`config.mk`:
```
export PLATFORM = sky130hd
export DESIGN_NAME = pe_operand_feeder_flat
export DESIGN_NICKNAME = d
export VERILOG_FILES = /design/src/rtl/pe_operand_feeder_pkg.sv /design/src/rtl/pe_operand_feeder_if.sv /design/src/rtl/pe_operand_feeder_ram.sv /design/src/rtl/pe_operand_feeder.sv /design/src/flat_wrapper.sv
export SDC_FILE = /design/constraint.sdc
export NUM_CORES = 1
export LEC_CHECK = 0
export CAP_MARGIN = 20
export CORE_MARGIN = 4
export CORE_UTILIZATION = 32
export CTS_BUF_LIST = sky130_fd_sc_hd__clkbuf_4
export DETAILED_ROUTE_END_ITERATION = 6
export PLACE_DENSITY = 0.45
export SLEW_MARGIN = 40
export SYNTH_ARGS = -nofsm -noshare
export SYNTH_HDL_FRONTEND = slang
export SYNTH_SLANG_ARGS = --single-unit
```
`constraint.sdc`:
```
create_clock -name clk -period 7.85 [get_ports clk]
set_input_delay 1.57 -clock clk [delete_from_list [all_inputs] [get_ports clk]]
set_output_delay 1.57 -clock clk [all_outputs]
set_load 0.01 [all_outputs]
```
`src/rtl/pe_operand_feeder_pkg.sv`:
```
// Shared definitions for the PE operand feeder: FSM state encoding,
// buffer-select codes and the default data width.
package pe_operand_feeder_pkg;

  localparam int DATA_WIDTH_DEF = 32;

  // Feeder control states.
  typedef enum logic [1:0] {
    ST_IDLE     = 2'd0,
    ST_ISSUE    = 2'd1,
    ST_GAP      = 2'd2,
    ST_WAIT_RES = 2'd3
  } feeder_state_e;

  // wr_sel codes.
  localparam logic SEL_A = 1'b0;
  localparam logic SEL_B = 1'b1;

  // Index width needed to address a buffer of the given depth (at least 1 bit).
  function automatic int idx_width(input int depth);
    return (depth > 1) ? $clog2(depth) : 1;
  endfunction

endpackage

```
`src/rtl/pe_operand_feeder_if.sv`:
```
// Feeder-to-PE link: operand stream with start/valid/last framing out,
// dot-product result with its valid strobe back.
interface pe_operand_feeder_if #(
  parameter int DATA_WIDTH = 32
);
  logic                  pe_start;
  logic                  pe_valid_in;
  logic                  pe_last;
  logic [DATA_WIDTH-1:0] pe_a;
  logic [DATA_WIDTH-1:0] pe_b;
  logic [DATA_WIDTH-1:0] pe_c;
  logic                  pe_output_valid;

  // Feeder side.
  modport master (
    output pe_start, pe_valid_in, pe_last, pe_a, pe_b,
    input  pe_c, pe_output_valid
  );

  // PE side.
  modport slave (
    input  pe_start, pe_valid_in, pe_last, pe_a, pe_b,
    output pe_c, pe_output_valid
  );
endinterface

```
`src/rtl/pe_operand_feeder_ram.sv`:
```
// Operand buffer for the PE feeder: N x DATA_WIDTH, one synchronous write
// port, one asynchronous read port. Writes to addresses >= N are dropped.
module pe_operand_ram
  import pe_operand_feeder_pkg::*;
#(
  parameter int DATA_WIDTH = DATA_WIDTH_DEF,
  parameter int N          = 16,
  parameter int ADDR_W     = $clog2(N) + 1
) (
  input  logic                  clk,
  input  logic                  we,
  input  logic [ADDR_W-1:0]     waddr,
  input  logic [DATA_WIDTH-1:0] wdata,
  input  logic [ADDR_W-1:0]     raddr,
  output logic [DATA_WIDTH-1:0] rdata
);

  localparam int IW = idx_width(N);

  logic [DATA_WIDTH-1:0] mem_q [N];

  // Store one element per write strobe; out-of-range addresses are ignored.
  // NOTE: storage arrays carry no reset; a reset port would turn the array into flops with a huge reset fan-out.
  always_ff @(posedge clk) begin
    if (we && (waddr < ADDR_W'(N))) begin
      mem_q[waddr[IW-1:0]] <= wdata;
    end
  end

  assign rdata = (raddr < ADDR_W'(N)) ? mem_q[raddr[IW-1:0]] : '0;

endmodule

```
`src/rtl/pe_operand_feeder.sv`:
```
// PE operand feeder: holds one A-row and one B-column, streams the N pairs
// into the PE on go with start/valid_in/last framing, then captures the
// PE result. Build option FEEDER_GAP_EN inserts one idle cycle after every
// non-last pair (frame of 2N-1 cycles); otherwise pairs issue back-to-back.
module pe_operand_feeder
  import pe_operand_feeder_pkg::*;
#(
  parameter int DATA_WIDTH = DATA_WIDTH_DEF,
  parameter int N          = 16,
  parameter int ADDR_W     = $clog2(N) + 1
) (
  input  logic                  clk,
  input  logic                  clr_n,
  input  logic                  wr_en,
  input  logic                  wr_sel,
  input  logic [ADDR_W-1:0]     wr_addr,
  input  logic [DATA_WIDTH-1:0] wr_data,
  input  logic                  go,
  output logic                  busy,
  pe_operand_feeder_if.master   pe,
  output logic [DATA_WIDTH-1:0] result,
  output logic                  result_valid
);

  localparam logic [ADDR_W-1:0] LAST_IDX = ADDR_W'(N - 1);

  feeder_state_e         state_q;
  logic [ADDR_W-1:0]     idx_q;
  logic [ADDR_W-1:0]     rd_idx;
  logic                  wr_fire;
  logic [DATA_WIDTH-1:0] a_rd, b_rd, a_word, b_word;

  logic                  busy_q, start_q, valid_q, last_q, result_valid_q;
  logic [DATA_WIDTH-1:0] a_q, b_q, result_q;

  // Buffers are only writable while idle.
  assign wr_fire = wr_en && (state_q == ST_IDLE);

  pe_operand_ram #(.DATA_WIDTH(DATA_WIDTH), .N(N), .ADDR_W(ADDR_W)) u_ram_a (
    .clk   (clk),
    .we    (wr_fire && (wr_sel == SEL_A)),
    .waddr (wr_addr),
    .wdata (wr_data),
    .raddr (rd_idx),
    .rdata (a_rd)
  );

  pe_operand_ram #(.DATA_WIDTH(DATA_WIDTH), .N(N), .ADDR_W(ADDR_W)) u_ram_b (
    .clk   (clk),
    .we    (wr_fire && (wr_sel == SEL_B)),
    .waddr (wr_addr),
    .wdata (wr_data),
    .raddr (rd_idx),
    .rdata (b_rd)
  );

  // Index of the pair that will be on the PE bus next cycle.
  // NOTE: every combinational output gets a default first so no path leaves it unassigned (no latch).
  always_comb begin
    rd_idx = '0;
    if (state_q == ST_ISSUE) begin
      rd_idx = idx_q + 1'b1;
    end else if (state_q == ST_GAP) begin
      rd_idx = idx_q;
    end
  end

  // Forward a same-edge write to element 0 so go+wr_en streams the new value.
  always_comb begin
    a_word = a_rd;
    b_word = b_rd;
    if (wr_fire && (wr_addr == '0)) begin
      if (wr_sel == SEL_A) a_word = wr_data;
      else                 b_word = wr_data;
    end
  end

  // Control FSM with registered PE strobes, operands and result.
  // NOTE: sequential state uses non-blocking assignments so all flops update from pre-edge values.
  always_ff @(posedge clk or negedge clr_n) begin
    if (!clr_n) begin
      state_q        <= ST_IDLE;
      idx_q          <= '0;
      busy_q         <= 1'b0;
      start_q        <= 1'b0;
      valid_q        <= 1'b0;
      last_q         <= 1'b0;
      a_q            <= '0;
      b_q            <= '0;
      result_q       <= '0;
      result_valid_q <= 1'b0;
    end else begin
      start_q        <= 1'b0;
      valid_q        <= 1'b0;
      last_q         <= 1'b0;
      result_valid_q <= 1'b0;
      case (state_q)
        ST_IDLE: begin
          if (go) begin
            state_q <= ST_ISSUE;
            idx_q   <= '0;
            busy_q  <= 1'b1;
            valid_q <= 1'b1;
            start_q <= 1'b1;
            last_q  <= (rd_idx == LAST_IDX);
            a_q     <= a_word;
            b_q     <= b_word;
          end
        end
        ST_ISSUE: begin
          if (idx_q == LAST_IDX) begin
            state_q <= ST_WAIT_RES;
          end else begin
            idx_q <= idx_q + 1'b1;
`ifdef FEEDER_GAP_EN
            state_q <= ST_GAP;
`else
            valid_q <= 1'b1;
            start_q <= (rd_idx == '0);
            last_q  <= (rd_idx == LAST_IDX);
            a_q     <= a_word;
            b_q     <= b_word;
`endif
          end
        end
        ST_GAP: begin
          state_q <= ST_ISSUE;
          valid_q <= 1'b1;
          start_q <= (rd_idx == '0);
          last_q  <= (rd_idx == LAST_IDX);
          a_q     <= a_word;
          b_q     <= b_word;
        end
        ST_WAIT_RES: begin
          if (pe.pe_output_valid) begin
            state_q        <= ST_IDLE;
            busy_q         <= 1'b0;
            result_q       <= pe.pe_c;
            result_valid_q <= 1'b1;
          end
        end
        default: state_q <= ST_IDLE;
      endcase
    end
  end

  assign busy           = busy_q;
  assign pe.pe_start    = start_q;
  assign pe.pe_valid_in = valid_q;
  assign pe.pe_last     = last_q;
  assign pe.pe_a        = a_q;
  assign pe.pe_b        = b_q;
  assign result         = result_q;
  assign result_valid   = result_valid_q;

endmodule

```
`src/flat_wrapper.sv`:
```
// flat-port wrapper written by rule: the top's interface ports become plain ports
module pe_operand_feeder_flat import pe_operand_feeder_pkg::*;
#(
  parameter int DATA_WIDTH = DATA_WIDTH_DEF,
  parameter int N          = 16,
  parameter int ADDR_W     = $clog2(N) + 1
)
  (clk, clr_n, wr_en, wr_sel, wr_addr, wr_data, go, busy, result, result_valid, pe_pe_start, pe_pe_valid_in, pe_pe_last, pe_pe_a, pe_pe_b, pe_pe_c, pe_pe_output_valid);
  pe_operand_feeder_if #(.DATA_WIDTH(DATA_WIDTH)) pe_i ();
  input  logic clk;
  input  logic clr_n;
  input  logic wr_en;
  input  logic wr_sel;
  input  logic [ADDR_W-1:0] wr_addr;
  input  logic [DATA_WIDTH-1:0] wr_data;
  input  logic go;
  output logic busy;
  output logic [DATA_WIDTH-1:0] result;
  output logic result_valid;
  output wire logic [$bits(pe_i.pe_start)-1:0] pe_pe_start;
  output wire logic [$bits(pe_i.pe_valid_in)-1:0] pe_pe_valid_in;
  output wire logic [$bits(pe_i.pe_last)-1:0] pe_pe_last;
  output wire logic [$bits(pe_i.pe_a)-1:0] pe_pe_a;
  output wire logic [$bits(pe_i.pe_b)-1:0] pe_pe_b;
  input wire logic [$bits(pe_i.pe_c)-1:0] pe_pe_c;
  input wire logic [$bits(pe_i.pe_output_valid)-1:0] pe_pe_output_valid;
  assign pe_pe_start = pe_i.pe_start;
  assign pe_pe_valid_in = pe_i.pe_valid_in;
  assign pe_pe_last = pe_i.pe_last;
  assign pe_pe_a = pe_i.pe_a;
  assign pe_pe_b = pe_i.pe_b;
  assign pe_i.pe_c = pe_pe_c;
  assign pe_i.pe_output_valid = pe_pe_output_valid;
  pe_operand_feeder #(.DATA_WIDTH(DATA_WIDTH), .N(N), .ADDR_W(ADDR_W)) u_core (.clk(clk), .clr_n(clr_n), .wr_en(wr_en), .wr_sel(wr_sel), .wr_addr(wr_addr), .wr_data(wr_data), .go(go), .busy(busy), .pe(pe_i), .result(result), .result_valid(result_valid));
endmodule
```
==> flow_summary.json, run 1 <==
{
  "grt_pass1_vias": 33300,
  "wl_per_cell_um": 28.0,
  "synth_area_mm2": 0.0483,
  "dp_hpwl_mm": 91.9,
  "relSlewSlack": 0.421,
  "holdWs_ns": 0.332,
  "r2r_cells": 8,
  "fp.coreArea_mm2": 0.150,
  "crit_path_start_kind": "flop",
  "placedCellCount": 5509,
  "synth_edf_count": 1024,
  "final_common_cell": "edfxtp_1",
  "cts_root_buffer": "clkbuf_4",
  "ctsHoldBuffers": 0,
  "rsz0062_at_grt": "false",
  "peakVddDrop_uv": 448,
  "grt_max_degree": 146,
  "finalMaxSlewViolations": 0,
  "required_ns": 9.04,
  "clockBufferDepth": 4,
  "top_layer_used": "met5",
  "cts_setup_buffers": 0,
  "initial_core_util": 0.322,
  "clk_latency_ns": 1.25,
  "gp_congestion": 0.750,
  "ys_ff_latch": 1132,
  "drt-total-wl_mm": 171,
  "crit_arrival_ns": 5.66,
  "drive_gt1_frac": 0.204,
  "n_fill_cell": 14400,
  "clkTransAtPathRegs_ns": 0.07,
  "critPathTopFamily": "buffers and inverters",
  "wl_met3_mm": 14.5,
  "via_per_inst": 5.61,
  "worst_clock_skew_ns": 0.0855,
  "ys_types": 66,
  "outcome": "finished clean",
  "hold_viol": 0,
  "cts_buffers": 335,
  "avgSynthCellArea_um2": 13.7,
  "die_area_mm2": 0.157,
  "async_reset_ff_frac": 0.0954,
  "p_leak_uw": 0.0185,
  "crit_top_cell": "buf_4",
  "final_cell_mix": "edfxtp_1 (1024), clkbuf_4 (513), o22ai_1 (280)",
  "power.density_mw_per_mm2": 442,
  "drt-met1-wl_mm": 75.5,
  "slowest_delay_ns": 0.75,
  "post-route-period-util": 0.570,
  "critPathSlowestCell": "dfrtp_4",
  "post-route-drc-count": 0,
  "grt_pass1_wl_mm": 242,
  "cts.sinks": 1132,
  "vias": 34200,
  "fin_nets": 3909,
  "first_pass_iters": 5,
  "chipWidth_um": 397,
  "io_pins": 176,
  "worstPathMaxFanout": 50,
  "hold_path.class": "input port to asynchronous set/reset pin",
  "layout_min_cycle_time_ns": 4.47,
  "die_h_um": 397,
  "grt.total_usage": 0.212,
  "cp.depth": 8,
  "max_freq_mhz": 224,
  "ys_warn_count": 0,
  "setup_tns_ns": 0,
  "cts.repair.resized": 0,
  "synth_ff_type": "edfxtp_1",
  "cp_num_buf_inv": 3,
  "finalSetupViolations": 0,
  "path_cells": "buf_4 -> nand3b_1 -> and2_4 -> buf_4 -> buf_4 -> a2bb2oi_1 -> o21ai_0 -> o221a_2",
  "synth_cells": 3517,
  "h-tree-depth": 5,
  "final_antenna_net_count": 0,
  "crit_path_end_kind": "flop",
  "antenna_found_initial": 13,
  "final_cells": 6091,
  "route.met2.wl_mm": 76.1,
  "critPathKind": "flop to flop",
  "cts_tree": "built",
  "tightest_slew_ns": 0.869,
  "seq_area_frac_synth": 0.693,
  "cap_violations": 0,
  "drt_iter0_markers": 3585,
  "gr-total-overflow": 0,
  "syn_nets": 3594,
  "io_buffers": 175,
  "rows": 142,
  "syn_to_final_growth_pct": 17.6
}
==> metrics by stage <==
stage / util / instance area, um^2 / setup WS (ns) / total power (uW)
after global placement: 0.350 / 52500 / 2.72 / 19600
after global routing: 0.379 / 56800 / 3.21 / 26600
after CTS: 0.378 / 56700 / 3.26 / 25200
after floorplan: - / 48300 / 1.65 / 15000
final: 0.379 / 56800 / 3.38 / 25100
after detailed placement: 0.351 / 52600 / 2.68 / 19600
==> Yosys cell counts, types with 67 or more instances <==
library cell	count	share of area
nor3_1	109	0.011
dfrtp_1	108	0.056
or3_1	67	0.0087
nand2_1	127	0.0099
o22ai_1	280	0.036
nand3_1	154	0.016
a21oi_1	201	0.021
nand2b_1	71	0.0092
edfxtp_1	1024	0.64
nor2_1	132	0.010
clkbuf_1	211	0.016
o21ai_0	198	0.021
a211oi_1	68	0.011
==> kinds of logic (layout without fill, tap and decap cells) <==
| family | count (synthesis) | after routing | share of synthesized area |
|---|---|---|---|
| DFF | 1132 | 1132 | 0.693 |
| other | 0 | 13 | 0 |
| adders and majority gates | 2 | 2 | 0.000518 |
| and+or+nand+nor | 782 | 782 | 0.0827 |
| muxes | 128 | 128 | 0.0360 |
| buffers and inverters | 329 | 874 | 0.0290 |
| AOI/OAI and AO/OA | 1144 | 1144 | 0.159 |
==> sequential cells by signal, summed over array words and instances (netlist names), 2 cells and up <==
signal	flops
u_core.result	32
u_core.u_ram_b.mem_q	512
u_core.pe.pe_b	32
u_core.idx_q	5
u_core.pe.pe_a	32
u_core.state_q	2
u_core.u_ram_a.mem_q	512
==> report_power, final <==
group,leakage [uW],internal (uW),switching (uW),total (uW)
clock,0.00249,3010,2540,5550
combinational,0.00553,4430,7670,12100
sequential,0.0105,6930,527,7460
==> metal layers <==
layer  up-vias  global-route usage
li1      15000                   -
met1     17400               0.296
met2      1519               0.322
met3       302              0.0547
met4         6              0.0677
met5         -              0.0105
==> layout make-up <==
class,count,area [um^2],area share
clock inverter,54,264,0.00465
antenna,13,32.5,0.000573
multi-input combinational,2056,13800,0.243
tap,2016,2520,0.0444
timing repair buffer,299,2810,0.0495
inverter,8,37.5,0.000661
clock buffer,513,3850,0.0678
sequential,1132,33500,0.589
==> worst paths after layout <==
check,startpoint,endpoint,slack [ns]
max in group asynchronous,clr_n,u_core.idx_q[0],6.39
worst min register to register,u_core.result[18],u_core.result[18],0.50
worst min-delay path,clr_n,u_core.pe.pe_a[17],0.33
min in group clk,u_core.result[18],u_core.result[18],0.50
worst max-delay path,u_core.state_q[0],u_core.pe.pe_a[31],3.38
worst max register to register,u_core.state_q[0],u_core.pe.pe_a[31],3.38
Note: power is estimated with default switching activity, not from simulation.
==> run 2, diff against run 1 <==
Settings changed: PLACE_DENSITY 0.45 to 0.47.
Clock period 7.85 ns to 3.8 ns, I/O delays scaled along.
==> run 2 against run 1 <==
  * First-iteration DRC count fell by 12%
  * Hold slack worse by 0.13 ns
  * Highest routed layer unchanged
  * Sequential power is 110% higher
  * Critical path depth down 1
  * Largest power group unchanged
  * Die area unchanged
  * Sequential share of layout area decreased by 1.5 points
  * Setup slack got worse by 3.0 ns
  * Design area up 2.6%
  * Sequential cell count unchanged
==> flow_summary.json, run 2 (synthesis results as in run 1) <==
{
  "outcome": "finished clean",
  "cts.repair.resized": 0,
  "cap_violations": 0,
  "hold_path.class": "input port to asynchronous set/reset pin",
  "h-tree-depth": 5,
  "tightest_slew_ns": 0.789,
  "gp_congestion": 0.787,
  "io_buffers": 175,
  "finalSetupViolations": 0,
  "dpl_worst_slack_ns": 0.135,
  "fin_nets": 4005,
  "required_ns": 4.89,
  "die_h_um": 397,
  "drt_iter0_markers": 3149,
  "gr-total-overflow": 0,
  "initial_core_util": 0.322,
  "cts_buffers": 332,
  "cts_setup_buffers": 0,
  "clockBufferDepth": 4,
  "worst_clock_skew_ns": 0.0936,
  "cts_tree": "built",
  "via_per_inst": 5.59,
  "drt-total-wl_mm": 173,
  "clk_latency_ns": 1.23,
  "layout_min_cycle_time_ns": 3.37,
  "top_layer_used": "met5",
  "cts_root_buffer": "clkbuf_4",
  "ctsHoldBuffers": 35,
  "dp_hpwl_mm": 101,
  "drive_gt1_frac": 0.212,
  "finalMaxSlewViolations": 0,
  "post-route-period-util": 0.887,
  "max_freq_mhz": 297,
  "antenna_found_initial": 9,
  "grt.total_usage": 0.216,
  "final_antenna_net_count": 0,
  "placed_area_mm2": 0.0538,
  "n_fill_cell": 14300,
  "first_pass_iters": 5,
  "crit_path_start_kind": "flop",
  "wl_per_cell_um": 28.0,
  "final_common_cell": "edfxtp_1",
  "clkTransAtPathRegs_ns": 0.07,
  "drt-met1-wl_mm": 76.3,
  "syn_to_final_growth_pct": 20.6,
  "peakVddDrop_uv": 1070,
  "io_pins": 176,
  "final_area_mm2": 0.0583,
  "worstPathMaxFanout": 33,
  "rows": 142,
  "crit_path_end_kind": "flop",
  "route.met2.wl_mm": 81.0,
  "power.density_mw_per_mm2": 907,
  "fin_ws_ns": 0.428,
  "rsz0062_at_grt": "false",
  "p_leak_uw": 0.0192,
  "grt_max_degree": 117,
  "wl_met3_mm": 11.5,
  "relSlewSlack": 0.472,
  "chipWidth_um": 397,
  "cts.sinks": 1132,
  "post-route-drc-count": 0,
  "hold_viol": 0,
  "final_cell_mix": "edfxtp_1 (1024), clkbuf_4 (502), o22ai_1 (280)",
  "vias": 34500,
  "critPathKind": "flop to flop",
  "fp.coreArea_mm2": 0.150,
  "die_area_mm2": 0.157,
  "crit_arrival_ns": 4.46,
  "grt_pass1_wl_mm": 248,
  "grt_pass1_vias": 34300,
  "fin_util": 0.389
}
[run 2: cell types whose count changed in the layout (fill, tap and decap cells not counted), moves of 2 or more]
cell | previous run | this run
nor3_4 | 2 | 8
inv_4 | 3 | 1
diode_2 | 13 | 5
dlygate4sd3_1 | 0 | 34
buf_4 | 108 | 122
nor3_2 | 13 | 7
clkbuf_4 | 513 | 502
clkinv_1 | 43 | 54
buf_12 | 7 | 66
clkinv_2 | 4 | 7
buf_6 | 7 | 1
buf_8 | 3 | 0
[run 2: worst paths after layout]
kind,start,end,slack (ns),depth (start not counted)
min in group clk,pe_pe_c[17],u_core.result[17],0.24,2
worst max register to register,u_core.state_q[0],u_core.pe.pe_b[0],0.43,7
worst max-delay path,u_core.state_q[0],u_core.pe.pe_b[0],0.43,7
worst min register to register,u_core.result[4],u_core.result[4],0.50,1
worst min-delay path,clr_n,u_core.pe.pe_a[0],0.20,3
max in group asynchronous,clr_n,u_core.pe.pe_b[2],3.19,3
[run 2: layout make-up]
| class | instances | area (um^2) | share of cell area |
|---|---|---|---|
| well taps | 2016 | 2520 | 0.0433 |
| multi-input cells | 2056 | 13800 | 0.237 |
| flip-flops and latches | 1132 | 33500 | 0.574 |
| repair buffers | 398 | 4350 | 0.0746 |
| clock inverters | 65 | 279 | 0.00479 |
| diodes | 5 | 12.5 | 0.000215 |
| inverters | 8 | 37.5 | 0.000644 |
| clock buffers | 502 | 3770 | 0.0647 |
[run 2: report_power, final]
part           leakage [uW]  switching [uW]  total, uW  internal [uW]
clock network       0.00245            5200      11200           6040
registers            0.0105             984      15300          14300
logic               0.00625           16200      26300          10100
[run 2: per-stage QoR]
step,std cells,hold slack [ns],TNS [ns],power [uW]
3_5_place_dp,5575,0.495,0,41900
6_report,6182,0.201,0,52900
3_3_place_gp,5573,0.487,0,41700
2_1_floorplan,3517,0.464,-147.72,31000
5_1_grt,6182,0.0965,0,56000
4_1_cts,6177,0.0416,0,53400
[run 2: metal layers]
layer	GRT usage	vias up
met2	0.344	1396
li1	-	15200
met4	0.0695	6
met1	0.294	17700
met5	0	-
met3	0.0481	268
[run 2: worst max-delay path, cell delays in order (launching register included)]
cell and delay [ns]:
dfrtp_4 0.68, or4b_1 0.84, nor3_4 0.46, or3_2 0.23, buf_4 0.43, or4_1 0.20
nand3_1 0.08, o221a_2 0.26
